==> config.mk <==
export PLATFORM = sky130hd
export DESIGN_NAME = pixel_frame_sequencer
export DESIGN_NICKNAME = d
export VERILOG_FILES = /design/src/rtl/pixel_frame_sequencer.sv
export SDC_FILE = /design/constraint.sdc
export NUM_CORES = 1
export LEC_CHECK = 0
export ABC_AREA = 1
export CORE_ASPECT_RATIO = 0.9
export CORE_MARGIN = 3
export CORE_UTILIZATION = 45
export DETAILED_ROUTE_END_ITERATION = 6
export DONT_BUFFER_PORTS = 1
export PLACE_DENSITY = 0.57
export SYNTH_ARGS = -nofsm -noshare
export SYNTH_HDL_FRONTEND = slang
export SYNTH_SLANG_ARGS = --single-unit
==> constraint.sdc <==
create_clock -name SYSTEM_CLK -period 5 [get_ports SYSTEM_CLK]
set_input_delay 0.5 -clock SYSTEM_CLK [delete_from_list [all_inputs] [get_ports SYSTEM_CLK]]
set_output_delay 0.5 -clock SYSTEM_CLK [all_outputs]
set_load 0.02 [all_outputs]
==> src/rtl/pixel_frame_sequencer.sv <==
// pixel_frame_sequencer
//   Frame sequencer for the digital pixel sensor array. Walks the array through
//   erase, exposure, conversion and readout, then reports completion. Exposure
//   length is programmable per frame. Frames can run back to back, and a frame
//   can be aborted part-way through.
//
// Ports
//   SYSTEM_CLK     single clock, rising edge
//   SYSTEM_RESET   synchronous, active-high reset
//   START          start a frame (honoured only when idle)
//   CONTINUOUS     sampled at end of frame: 1 = start the next frame at once
//   ABORT          return to idle on the next edge (wins over START)
//   EXPOSE_CYCLES  exposure length, latched at each frame start (0 acts as 1)
//   ERASE, EXPOSE, POWER_ENABLE, WRITE_ENABLE, COUNTER_RESET, COUNTER_CLOCK,
//   READ_RESET, READ_CLK_IN   pixel-array strobes (registered)
//   BUSY           high whenever a frame is in progress
//   FRAME_DONE     one-cycle pulse at the end of each completed frame
//   FRAME_COUNT    completed frames, wraps
module pixel_frame_sequencer #(
  parameter int WIDTH                  = 2,
  parameter int HEIGHT                 = 2,
  parameter int OUTPUT_BUS_PIXEL_WIDTH = 2,
  parameter int BIT_DEPTH              = 8,
  parameter int ERASE_CYCLES           = 4,
  parameter int EXP_W                  = 16,
  parameter int FCNT_W                 = 16
) (
  input  logic              SYSTEM_CLK,
  input  logic              SYSTEM_RESET,
  input  logic              START,
  input  logic              CONTINUOUS,
  input  logic              ABORT,
  input  logic [EXP_W-1:0]  EXPOSE_CYCLES,
  output logic              ERASE,
  output logic              EXPOSE,
  output logic              POWER_ENABLE,
  output logic              WRITE_ENABLE,
  output logic              COUNTER_RESET,
  output logic              COUNTER_CLOCK,
  output logic              READ_RESET,
  output logic              READ_CLK_IN,
  output logic              BUSY,
  output logic              FRAME_DONE,
  output logic [FCNT_W-1:0] FRAME_COUNT
);

  localparam int N_BEATS  = WIDTH * HEIGHT / OUTPUT_BUS_PIXEL_WIDTH;
  localparam int CONV_LEN = 2 * (2 ** BIT_DEPTH);
  localparam int READ_LEN = 2 * N_BEATS;

  function automatic int max2(input int a, input int b);
    return (a > b) ? a : b;
  endfunction

  // Cycle counter must reach the last index of the longest phase.
  localparam int CNT_W = max2(max2(EXP_W, $clog2(CONV_LEN)),
                              max2(max2($clog2(READ_LEN), $clog2(ERASE_CYCLES)), 1));

  localparam logic [CNT_W-1:0] ERASE_LAST = CNT_W'(ERASE_CYCLES - 1);
  localparam logic [CNT_W-1:0] CONV_LAST  = CNT_W'(CONV_LEN - 1);
  localparam logic [CNT_W-1:0] READ_LAST  = CNT_W'(READ_LEN - 1);

  typedef enum logic [2:0] {
    S_IDLE, S_ERASE, S_EXPOSE, S_CONV_RST, S_CONVERT, S_READ_RST, S_READ, S_DONE
  } state_t;

  state_t             state, state_nxt;
  logic [CNT_W-1:0]   cnt, cnt_nxt;
  logic [EXP_W-1:0]   exp_lat, exp_nxt;
  logic               latch_en;
  logic [FCNT_W-1:0]  fcnt_nxt;
  logic erase_nxt, expose_nxt, pwr_nxt, wen_nxt, crst_nxt, cclk_nxt;
  logic rrst_nxt, rclk_nxt, busy_nxt, done_nxt;

  always_comb begin
    state_nxt = state;
    latch_en  = 1'b0;
    case (state)
      S_IDLE:     if (START && !ABORT) begin
                    state_nxt = S_ERASE;
                    latch_en  = 1'b1;
                  end
      S_ERASE:    if (cnt == ERASE_LAST) state_nxt = S_EXPOSE;
      S_EXPOSE:   if (cnt == CNT_W'(exp_lat - EXP_W'(1))) state_nxt = S_CONV_RST;
      S_CONV_RST: state_nxt = S_CONVERT;
      S_CONVERT:  if (cnt == CONV_LAST) state_nxt = S_READ_RST;
      S_READ_RST: state_nxt = S_READ;
      S_READ:     if (cnt == READ_LAST) state_nxt = S_DONE;
      S_DONE:     if (CONTINUOUS) begin
                    state_nxt = S_ERASE;
                    latch_en  = 1'b1;
                  end else begin
                    state_nxt = S_IDLE;
                  end
      default:    state_nxt = S_IDLE;
    endcase

    // Abort overrides every transition, including a continuous restart.
    if (ABORT && (state != S_IDLE)) begin
      state_nxt = S_IDLE;
      latch_en  = 1'b0;
    end

    // Counter restarts from 0 on every state entry.
    cnt_nxt = ((state_nxt == state) && (state != S_IDLE)) ? cnt + CNT_W'(1) : '0;

    exp_nxt = exp_lat;
    if (latch_en)
      exp_nxt = (EXPOSE_CYCLES == '0) ? EXP_W'(1) : EXPOSE_CYCLES;

    // Outputs are decoded from the state being entered so they are valid
    // in its first cycle.
    erase_nxt  = (state_nxt == S_ERASE);
    expose_nxt = (state_nxt == S_EXPOSE);
    pwr_nxt    = (state_nxt == S_CONV_RST) || (state_nxt == S_CONVERT);
    wen_nxt    = pwr_nxt;
    crst_nxt   = (state_nxt == S_CONV_RST);
    // Low on the first convert cycle, then toggles: odd counts are high.
    cclk_nxt   = (state_nxt == S_CONVERT) && cnt_nxt[0];
    rrst_nxt   = (state_nxt == S_READ_RST);
    // Each beat is high then low: even counts are high.
    rclk_nxt   = (state_nxt == S_READ) && !cnt_nxt[0];
    busy_nxt   = (state_nxt != S_IDLE);
    done_nxt   = (state_nxt == S_DONE);

    fcnt_nxt = FRAME_COUNT;
    if (done_nxt) fcnt_nxt = FRAME_COUNT + FCNT_W'(1);
  end

  always_ff @(posedge SYSTEM_CLK) begin
    if (SYSTEM_RESET) begin
      state         <= S_IDLE;
      cnt           <= '0;
      ERASE         <= 1'b0;
      EXPOSE        <= 1'b0;
      POWER_ENABLE  <= 1'b0;
      WRITE_ENABLE  <= 1'b0;
      COUNTER_RESET <= 1'b0;
      COUNTER_CLOCK <= 1'b0;
      READ_RESET    <= 1'b0;
      READ_CLK_IN   <= 1'b0;
      BUSY          <= 1'b0;
      FRAME_DONE    <= 1'b0;
      FRAME_COUNT   <= '0;
    end else begin
      state         <= state_nxt;
      cnt           <= cnt_nxt;
      ERASE         <= erase_nxt;
      EXPOSE        <= expose_nxt;
      POWER_ENABLE  <= pwr_nxt;
      WRITE_ENABLE  <= wen_nxt;
      COUNTER_RESET <= crst_nxt;
      COUNTER_CLOCK <= cclk_nxt;
      READ_RESET    <= rrst_nxt;
      READ_CLK_IN   <= rclk_nxt;
      BUSY          <= busy_nxt;
      FRAME_DONE    <= done_nxt;
      FRAME_COUNT   <= fcnt_nxt;
    end
  end

  // Latched exposure is only read after a frame start has loaded it.
  always_ff @(posedge SYSTEM_CLK) begin
    exp_lat <= exp_nxt;
  end

endmodule
==> results of run 1 <==
==> flip-flops by register name, summed over array words and instances, names as in the netlist, 3 cells and up <==
register,flops
state,3
FRAME_COUNT,16
exp_lat,16
cnt,16
==> power by group through the flow <==
stage                     Clock (µW)  Sequential [µW]  Combinational, µW
final                            494              514               43.3
after detailed placement           0              526               43.0
after global routing             527              515               49.6
after global placement             0              525               43.1
after floorplan                    0              524               41.5
after CTS                        507              514               43.2
==> final timing paths <==
kind,endpoint
setup / recovery,FRAME_COUNT[1]$_SDFFE_PP0P_
hold / removal,FRAME_COUNT[6]$_SDFFE_PP0P_
setup reg to reg,FRAME_COUNT[1]$_SDFFE_PP0P_
hold reg to reg,cnt[0]$_SDFF_PP0_
==> routing by layer <==
metal	up-vias	routed length, µm
met5	-	0
met2	70	2980
li1	1523	-
met4	0	65
met1	1294	3960
met3	5	523
==> area by class of cell <==
class | instances | share of cell area, %
inverter | 56 | 5.65
tap | 93 | 3.13
multi-input combinational | 345 | 48.4
timing repair buffer | 1 | 0.202
sequential | 60 | 36.6
clock buffer | 9 | 3.33
clock inverter | 7 | 2.69
==> metrics by stage <==
stage | hold slack (ns) | total power (µW) | cell area (µm²) | std cells | util [%]
global placement | 0.450 | 568 | 3500 | 555 | 47.9
finish | 0.217 | 1050 | 3720 | 571 | 51.0
floorplan | 0.440 | 565 | 3490 | 485 | -
global route | 0.197 | 1090 | 3720 | 571 | 51.0
detailed placement | 0.483 | 569 | 3500 | 555 | 47.9
CTS | 0.200 | 1060 | 3720 | 571 | 51.0
==> logic make-up (layout without fill, tap and decap cells) <==
logic type / count (synthesis) / in the layout / share of synthesized area (%)
flops: 60 / 60 / 39.0
simple gates: 274 / 274 / 36.4
buf+inv: 80 / 73 / 9.43
xor+xnor: 34 / 34 / 8.53
fa+ha+maj: 3 / 3 / 1.08
compound gates: 34 / 34 / 5.56
==> cell usage in the layout (no fill, tap or decap) <==
cell / Yosys / layout
a21oi_1: 16 / 16
a21oi_2: 1 / 1
a21oi_4: 1 / 1
a31oi_1: 1 / 1
a41o_1: 1 / 1
and3_1: 1 / 1
buf_4: 1 / 1
bufinv_16: 0 / 2
clkbuf_8: 0 / 9
clkinv_4: 0 / 3
clkinvlp_4: 0 / 1
dfxtp_1: 44 / 44
edfxtp_1: 16 / 16
ha_1: 3 / 3
inv_1: 54 / 54
inv_2: 2 / 2
inv_4: 0 / 1
nand2_1: 112 / 112
nand2_2: 4 / 4
nand2_4: 1 / 1
nand3_1: 28 / 28
nand3_2: 1 / 1
nand3_4: 1 / 1
nand3b_1: 4 / 4
nand4_1: 22 / 22
nand4_4: 1 / 1
nor2_1: 68 / 68
nor2_2: 15 / 15
nor2_4: 1 / 1
nor3_1: 8 / 8
nor3_2: 2 / 2
nor4_1: 4 / 4
o211ai_1: 1 / 1
o21ai_0: 12 / 11
o21ai_1: 1 / 2
or2_0: 1 / 1
xnor2_1: 12 / 12
xor2_1: 22 / 22
==> critical path: cells and delay by family (launching register included) <==
family                     cells  cell delay, ns
adders and majority gates      1            0.20
buffers and inverters          1            0.14
DFF                            1            0.44
and+or+nand+nor               15            1.81
==> summary by stage, run 1 <==
Clock network
The clock drives 60 sinks. The CTS H-tree depth is 3. After clock tree synthesis, the clock-pin slew on the worst setup and hold paths is 0.08 ns. Once the clock tree was built, the setup fixing pass inserted 0 buffers.

Gates resized during post-CTS repair numbered 0. The clock buffer count from CTS is 9. The maximum buffer depth of the clock tree is 2.

Hold repair after CTS inserted 0 buffers. The tree is rooted in a clkbuf_8. The clock tree from TritonCTS is done.

The later pin in the worst-skew pair is clocked with a latency of 0.34 ns.

GRT
After global routing, the most crowded layer is met1. The global-route track usage on met1 is 26.6%. Global routing used 24.3% of the available met2 tracks. Entering global routing, the biggest net connects 22 pins.

The first-pass GRT wire length is 12,600 µm. The final global-route overflow total is 0. The number of antenna violations at the first check in global routing is 0. The via count of the first global-routing pass is 2,634. In the global route stage, met3 resource usage came out at 5.46%.

The all-layer global routing usage is 17.9%.

STA
The number of pins with negative max-slew slack in the final report is 0. Setup repair after global routing left no endpoint under its margin. In this run the tightest slew margin relative to its limit is 56.8%. Based on the critical path, the design can be clocked at up to 0.375 GHz. The final critical path time including I/O delays and setup is 2.67 ns.

Setup total negative slack on the finished layout was measured at 0 ns. Setup violations remaining at the end of the flow were counted as 0. For the pin with the worst max-slew slack, the measured transition is 0.646 ns. The period utilization is 53.4%. Setup slack closes at 2.33 ns. The worst-case clock skew is 0.00910 ns.

The final hold violation count came to 0.

Synthesis
Synthesis instantiated 36 different standard cells from the library. The sequential share of the synthesized area is 39.0%. The most frequently used flop master after synthesis is dfxtp_1.

In this run, synthesis produced a sequential element count of 60. The count of yosys warnings during synthesis is 0. In the synthesized netlist, the cells that appear most often are 112 x nand2_1, 68 x nor2_1, 54 x inv_1, 44 x dfxtp_1, 28 x nand3_1.

After technology mapping, the gate count stands at 485. Synthesis produced a netlist with a net count of 509. After synthesis, the share of flip-flops with an asynchronous set or reset is 0%.

The most used standard cell by instance count after synthesis is nand2_1. The count of flip-flops with a built-in enable after synthesis is 16. The post-synthesis average cell area is 7.20 µm². The synthesized design devotes to its leading area cell type 25.2% of total area. Ranked by total cell area, the synthesized netlist is headed by dfxtp_1 25%, edfxtp_1 14%, nand2_1 12%. The largest area contributor in the synthesized netlist is dfxtp_1. In this run the cell area of the synthesized design comes to 3490 µm².

Critical path
The cell at the slowest stage of the critical path is edfxtp_1. In this run the register-to-register setup slack is 2.33 ns. The worst setup path is launched from a flip-flop. The maximum fanout along the worst path is 19.

The launching instance or port of the critical path is exp_lat[0]$_SDFFCE_PN1P_. The signal on the critical path passes through inv_1, ha_1, nand2_1, nor2_2, nand3_1, nand3_1, nand2_1, nor2_1, nand2_1, nor2_1, nand2_1, nand2_1, nand2_2, nand2_4, nand3_4, nor2_1, nor2_1. Counting stages on the worst path, the most repeated cell is nand2_1. The worst setup path is of the flip-flop to flip-flop kind. The startpoint identified for the worst register-to-register timing path is exp_lat[0]$_SDFFCE_PN1P_. The peak per-stage delay on the critical path is 0.44 ns. Data on the critical path arrives at its endpoint at 2.90 ns. The kind of end point of the critical path is a flip-flop. The worst-case reg-to-reg path depth is 17. The required time of the worst setup path is 5.24 ns.

Cells and area
The count of fill cells added during filler insertion is 742. Cells with a size suffix above 1 make up 9.83% of the layout. The area taken by multi-input logic gates is 1800 µm². The signed area change from the synthesized netlist to the final layout is 6.56%. The antenna diode count is 0. The number of nets in the layout is 497. The sequential cells in the finished layout cover a total of 1360 µm².

Routing
The detailed router finished its first iteration with 162 violations. The average wire length per cell after detail routing is 13.2 µm. The routed layout has 2,892 vias.

The pre-antenna-repair detailed-routing pass consisted of 4 iterations. The detail route stage leaves a number of antenna-violating nets equal to 0. Wires add up to 7530 µm. Using the TritonRoute via totals, the vias-per-cell ratio works out to 5.06. The total DRC errors in the routed layout is 0.

Floorplanning
The floorplan step defined a core boundary enclosing 7290 µm². The initialized floorplan defines 29 standard-cell rows. The die extent in x is 98.8 µm.

The initial utilization of the core area, before any placement, comes to 47.9%. From bottom edge to top edge, the die measures 89.6 µm. The floorplan step defined a die boundary enclosing 8850 µm². The total I/O pin count is 47.

Power and ir drop
The switching power of the nets is 248 µW. The power per standard cell area is 283 nW/µm². The peak supply drop is 0.000177 V.

The internal power component is 804 µW. In this run, flip-flops and latches consume 48.9% of the power. The leakage component of the power is 0.00142 µW. The clock share of power is 46.9%. The share of total power consumed by net switching is 23.6%. The combinational fraction of design power is 4.1%.

Place
The detailed placement HPWL is 5660 µm. Port buffering added 0 buffers. At the end of routability-driven placement, the weighted congestion stood at 0.855. The worst setup slack before clock tree synthesis is 2.35 ns.

Worst hold path
The kind of path behind the tightest hold check is input port to flip-flop. The startpoint of the tightest hold check path is SYSTEM_RESET. Counting instances, the worst hold path has a depth of 1.

Job
The tool flagged a number of max-cap violations equal to 0.

Run status
The run finished with clean final reports.
(Power assumes the default switching activity.)
==> run 2: changes to the inputs <==
==> constraint.sdc (replaced) <==
create_clock -name SYSTEM_CLK -period 2.6 [get_ports SYSTEM_CLK]
set_input_delay 0.26 -clock SYSTEM_CLK [delete_from_list [all_inputs] [get_ports SYSTEM_CLK]]
set_output_delay 0.26 -clock SYSTEM_CLK [all_outputs]
set_load 0.02 [all_outputs]
==> run 2 against run 1 <==
  * Register-to-register slack lost 2.1 ns
  * Flip-flop and latch count is the same
  * First-iteration DRC count grew 23%
  * Sequential share of layout area shrank 0.98 points
  * Setup slack lost 2.1 ns
  * Maximum frequency grew 14%
  * Via count grew 2.8%
  * Clock-buffer cell count grew 1
  * Clock power grew 59%
  * Largest cell class unchanged
  * Largest power group unchanged
  * Highest routed layer unchanged
==> summary by stage, run 2 (synthesized netlist as in run 1, its figures left out) <==
Run status
The run finished with clean final reports.

STA
Setup repair after global routing left no endpoint under its margin. The setup-violating endpoint count in the final report is 0. In the finished design, the share of the clock period the worst path needs comes to 90.1%. The final hold violation count is 0.

The final critical path time including I/O delays and setup is 2.34 ns. The number of pins with negative max-slew slack in the final report is 0. For the pin with the worst max-slew slack, the measured transition is 0.709 ns. The total negative slack is 0 ns. The worst pin sits at a relative slew slack of 52.6%. For the final database, setup skew stands at 0.00297 ns. The fmax is 0.427 GHz.

Cells and area
After filler insertion, the fill cell instance count of the layout stands at 719. The fraction of the core area covered by cells at the end of the flow is 52.4%. The signed area change from the synthesized netlist to the final layout is 9.50%. The share of layout cells above drive strength 1 is 11.9%.

The final layout contains 507 nets. The antenna diode count is 0. The largest registers in the layout are FRAME_COUNT: 16 flops, cnt: 16 flops, exp_lat: 16 flops. The area taken by multi-input logic gates is 1860 µm².

The commonest non-fill, non-tap cell in the layout is nand2_1. Once layout is complete, the cells apart from fillers number 581. Leaving out fill and tap cells, the most frequent cells in the layout are 112 x nand2_1, 68 x nor2_1, 53 x inv_1. The register area is 1360 µm².

Power and ir drop
For this design the static power due to leakage is 0.00145 µW. The analysis attributes to net switching a power of 469 µW. Combinational cells account for 5.6% of the total power. The power per standard cell area is 491 nW/µm². The overall power of the completed layout is 1880 µW. The peak supply drop is 0.000309 V. Internal power comes to 1410 µW.

In this run switching power makes up 25.0% of total power. The clock network accounts for 41.7% of the total power. The fraction of power consumed by sequential logic is 52.7%.

Floorplanning
The standard-cell row count is 29. The total I/O pin count is 47. The y dimension of the die is 89.6 µm. The standard cell core area is 7290 µm².

The effective utilization at floorplan is 47.9%. The total die area is 8850 µm². The die extent in x is 98.8 µm.

Clock network
The clock drives 60 sinks. Buffers inserted during clock tree synthesis total 9. TritonCTS built the clock tree. The CTS H-tree depth is 3. After clock tree synthesis, the clock-pin slew on the worst setup and hold paths is 0.07 ns.

The maximum buffer depth of the clock tree is 2. Clock tree synthesis selected as its root buffer the cell clkbuf_8. The clock reaches the later pin of the worst-skew pair after 0.33 ns.

Routing
The first routing iteration left 200 violations. After detailed routing, the number of remaining DRC violations is 0. Before antenna repair, the detailed router went through 4 iterations. In the routed layout, each cell is associated on average with a via count of 5.12. The detailed-route wire length is 7820 µm. The final antenna-violating net count is 0. After detailed routing, the average wire length per cell comes to 13.5 µm. The number of vias after detailed routing is 2,974.

Worst hold path
The startpoint of the tightest hold check path is EXPOSE_CYCLES[14]. The kind of path behind the tightest hold check is input port to flip-flop. The end point of the most critical hold path is exp_lat[14]$_SDFFCE_PN0P_. The depth of the worst hold-timing path is 0.

GRT
The first-pass GRT wire length is 12,900 µm. The final global-route overflow total is 0. The all-layer global routing usage is 18.1%. The number of antenna violations at the first check in global routing is 0.

The via count of the first global-routing pass was 2,621. Entering global routing, the biggest net connects 21 pins.

Job
The max-cap check violation count is 0.

Place
The cell total after placement is 559. The final weighted congestion in routability-driven placement is 0.819. Summed over all nets, the half-perimeter wirelength after detailed placement is 5700 µm. During placement, the flow inserted port buffers numbering 0.

Critical path
The startpoint-to-endpoint class of the critical path is flip-flop to flip-flop. Along the worst path, the maximum fanout reaches 15. At the worst endpoint, the required time is 2.86 ns. The signal on the critical path passes through inv_2, ha_2, nand2_1, nor2_4, nand3_2, nand3_1, nand2_1, nor2_1, nand2_1, nor2_1, nand2_1, nand2_1, nand2_2, nand2_4, buf_12, nand4_1, a21oi_1. The cell at the slowest stage of the critical path is edfxtp_1. The endpoint of the most critical register-to-register path is FRAME_COUNT[7]$_SDFFE_PP0P_. Measured in cells, the most critical reg-to-reg path has a length of 17. The kind of start point of the critical path is a flip-flop. The cell that appears most often on the critical path is nand2_1.

The arrival time at the worst endpoint is 2.60 ns. The worst register-to-register path begins at exp_lat[0]$_SDFFCE_PN1P_. The peak per-stage delay on the critical path is 0.40 ns. The setup slack on the worst flop-to-flop path is 0.26 ns. The kind of end point of the critical path is a flip-flop.
[run 2: changes by cell type in the layout (fill, tap and decap cells not counted), moves of 2 or more]
cell	change
bufinv_16	-2
nor2_4	+2
buf_4	+4
nand3_1	-2
clkinv_4	-3
nand3_2	+2
dlygate4sd3_1	+3
nor2_2	-2
clkinv_2	+3
[run 2: repair_timing]
item / CTS / global route
hold buffers: 1 / 2
gates resized for setup: 0 / 11
hold endpoints to repair: 17 / 2
endpoints found under the setup margin: 0 / 34
setup buffers: 0 / 1
[run 2: worst max-delay path, delay by kind of cell, from the launching register on]
| kind | cells | cell delay (ns) |
|---|---|---|
| AO/OA/AOI/OAI | 1 | 0.16 |
| AND/OR/NAND/NOR | 13 | 1.23 |
| buffers and inverters | 2 | 0.25 |
| flip-flops | 1 | 0.40 |
| adder cells (fa/ha/maj) | 1 | 0.20 |
[run 2: worst max-delay path by stage]
stage	slack, ns	end	startpoint
after CTS	0.1	FRAME_COUNT[7]$_SDFFE_PP0P_	exp_lat[0]$_SDFFCE_PN1P_
after detailed placement	0.12	cnt[8]$_SDFF_PP0_	exp_lat[0]$_SDFFCE_PN1P_
after global routing	0.01	FRAME_COUNT[12]$_SDFFE_PP0P_	exp_lat[0]$_SDFFCE_PN1P_
final	0.26	FRAME_COUNT[7]$_SDFFE_PP0P_	exp_lat[0]$_SDFFCE_PN1P_
after floorplan	0.27	exp_lat[0]$_SDFFCE_PN1P_	state[1]$_SDFF_PP0_
after global placement	0.17	FRAME_COUNT[7]$_SDFFE_PP0P_	exp_lat[0]$_SDFFCE_PN1P_
[run 2: final cells by class]
type                    instances  area share, %
multi-input cells             347           48.7
clock buffers                  10           3.90
inverters                      56           5.50
flip-flops and latches         60           35.6
well taps                      93           3.04
repair buffers                  9           2.29
clock inverters                 6          0.949
[run 2: power groups by stage]
stage,registers (µW),logic (µW),clock network (µW)
6_report,989,105,784
5_1_grt,990,117,852
4_1_cts,989,91.2,806
3_5_place_dp,1010,85.3,0
3_3_place_gp,1010,85.3,0
2_1_floorplan,1010,79.8,0
[run 2: metrics by stage]
step | cell area [µm²] | hold slack, ns | setup WS [ns]
5_1_grt | 3820 | -0.00286 | 0.0110
3_3_place_gp | 3530 | 0.331 | 0.167
3_5_place_dp | 3530 | 0.333 | 0.117
4_1_cts | 3720 | 0.00756 | 0.0955
2_1_floorplan | 3490 | 0.427 | 0.270
6_report | 3820 | 0.0224 | 0.258
[run 2: routing by layer]
metal  vias to the layer above  track usage [%]  wire length, µm
li1                       1552                -                -
met2                        96             24.8             3100
met4                         0             4.47               50
met3                         4             4.84              484
met5                         -                0                0
met1                      1322             27.8             4190
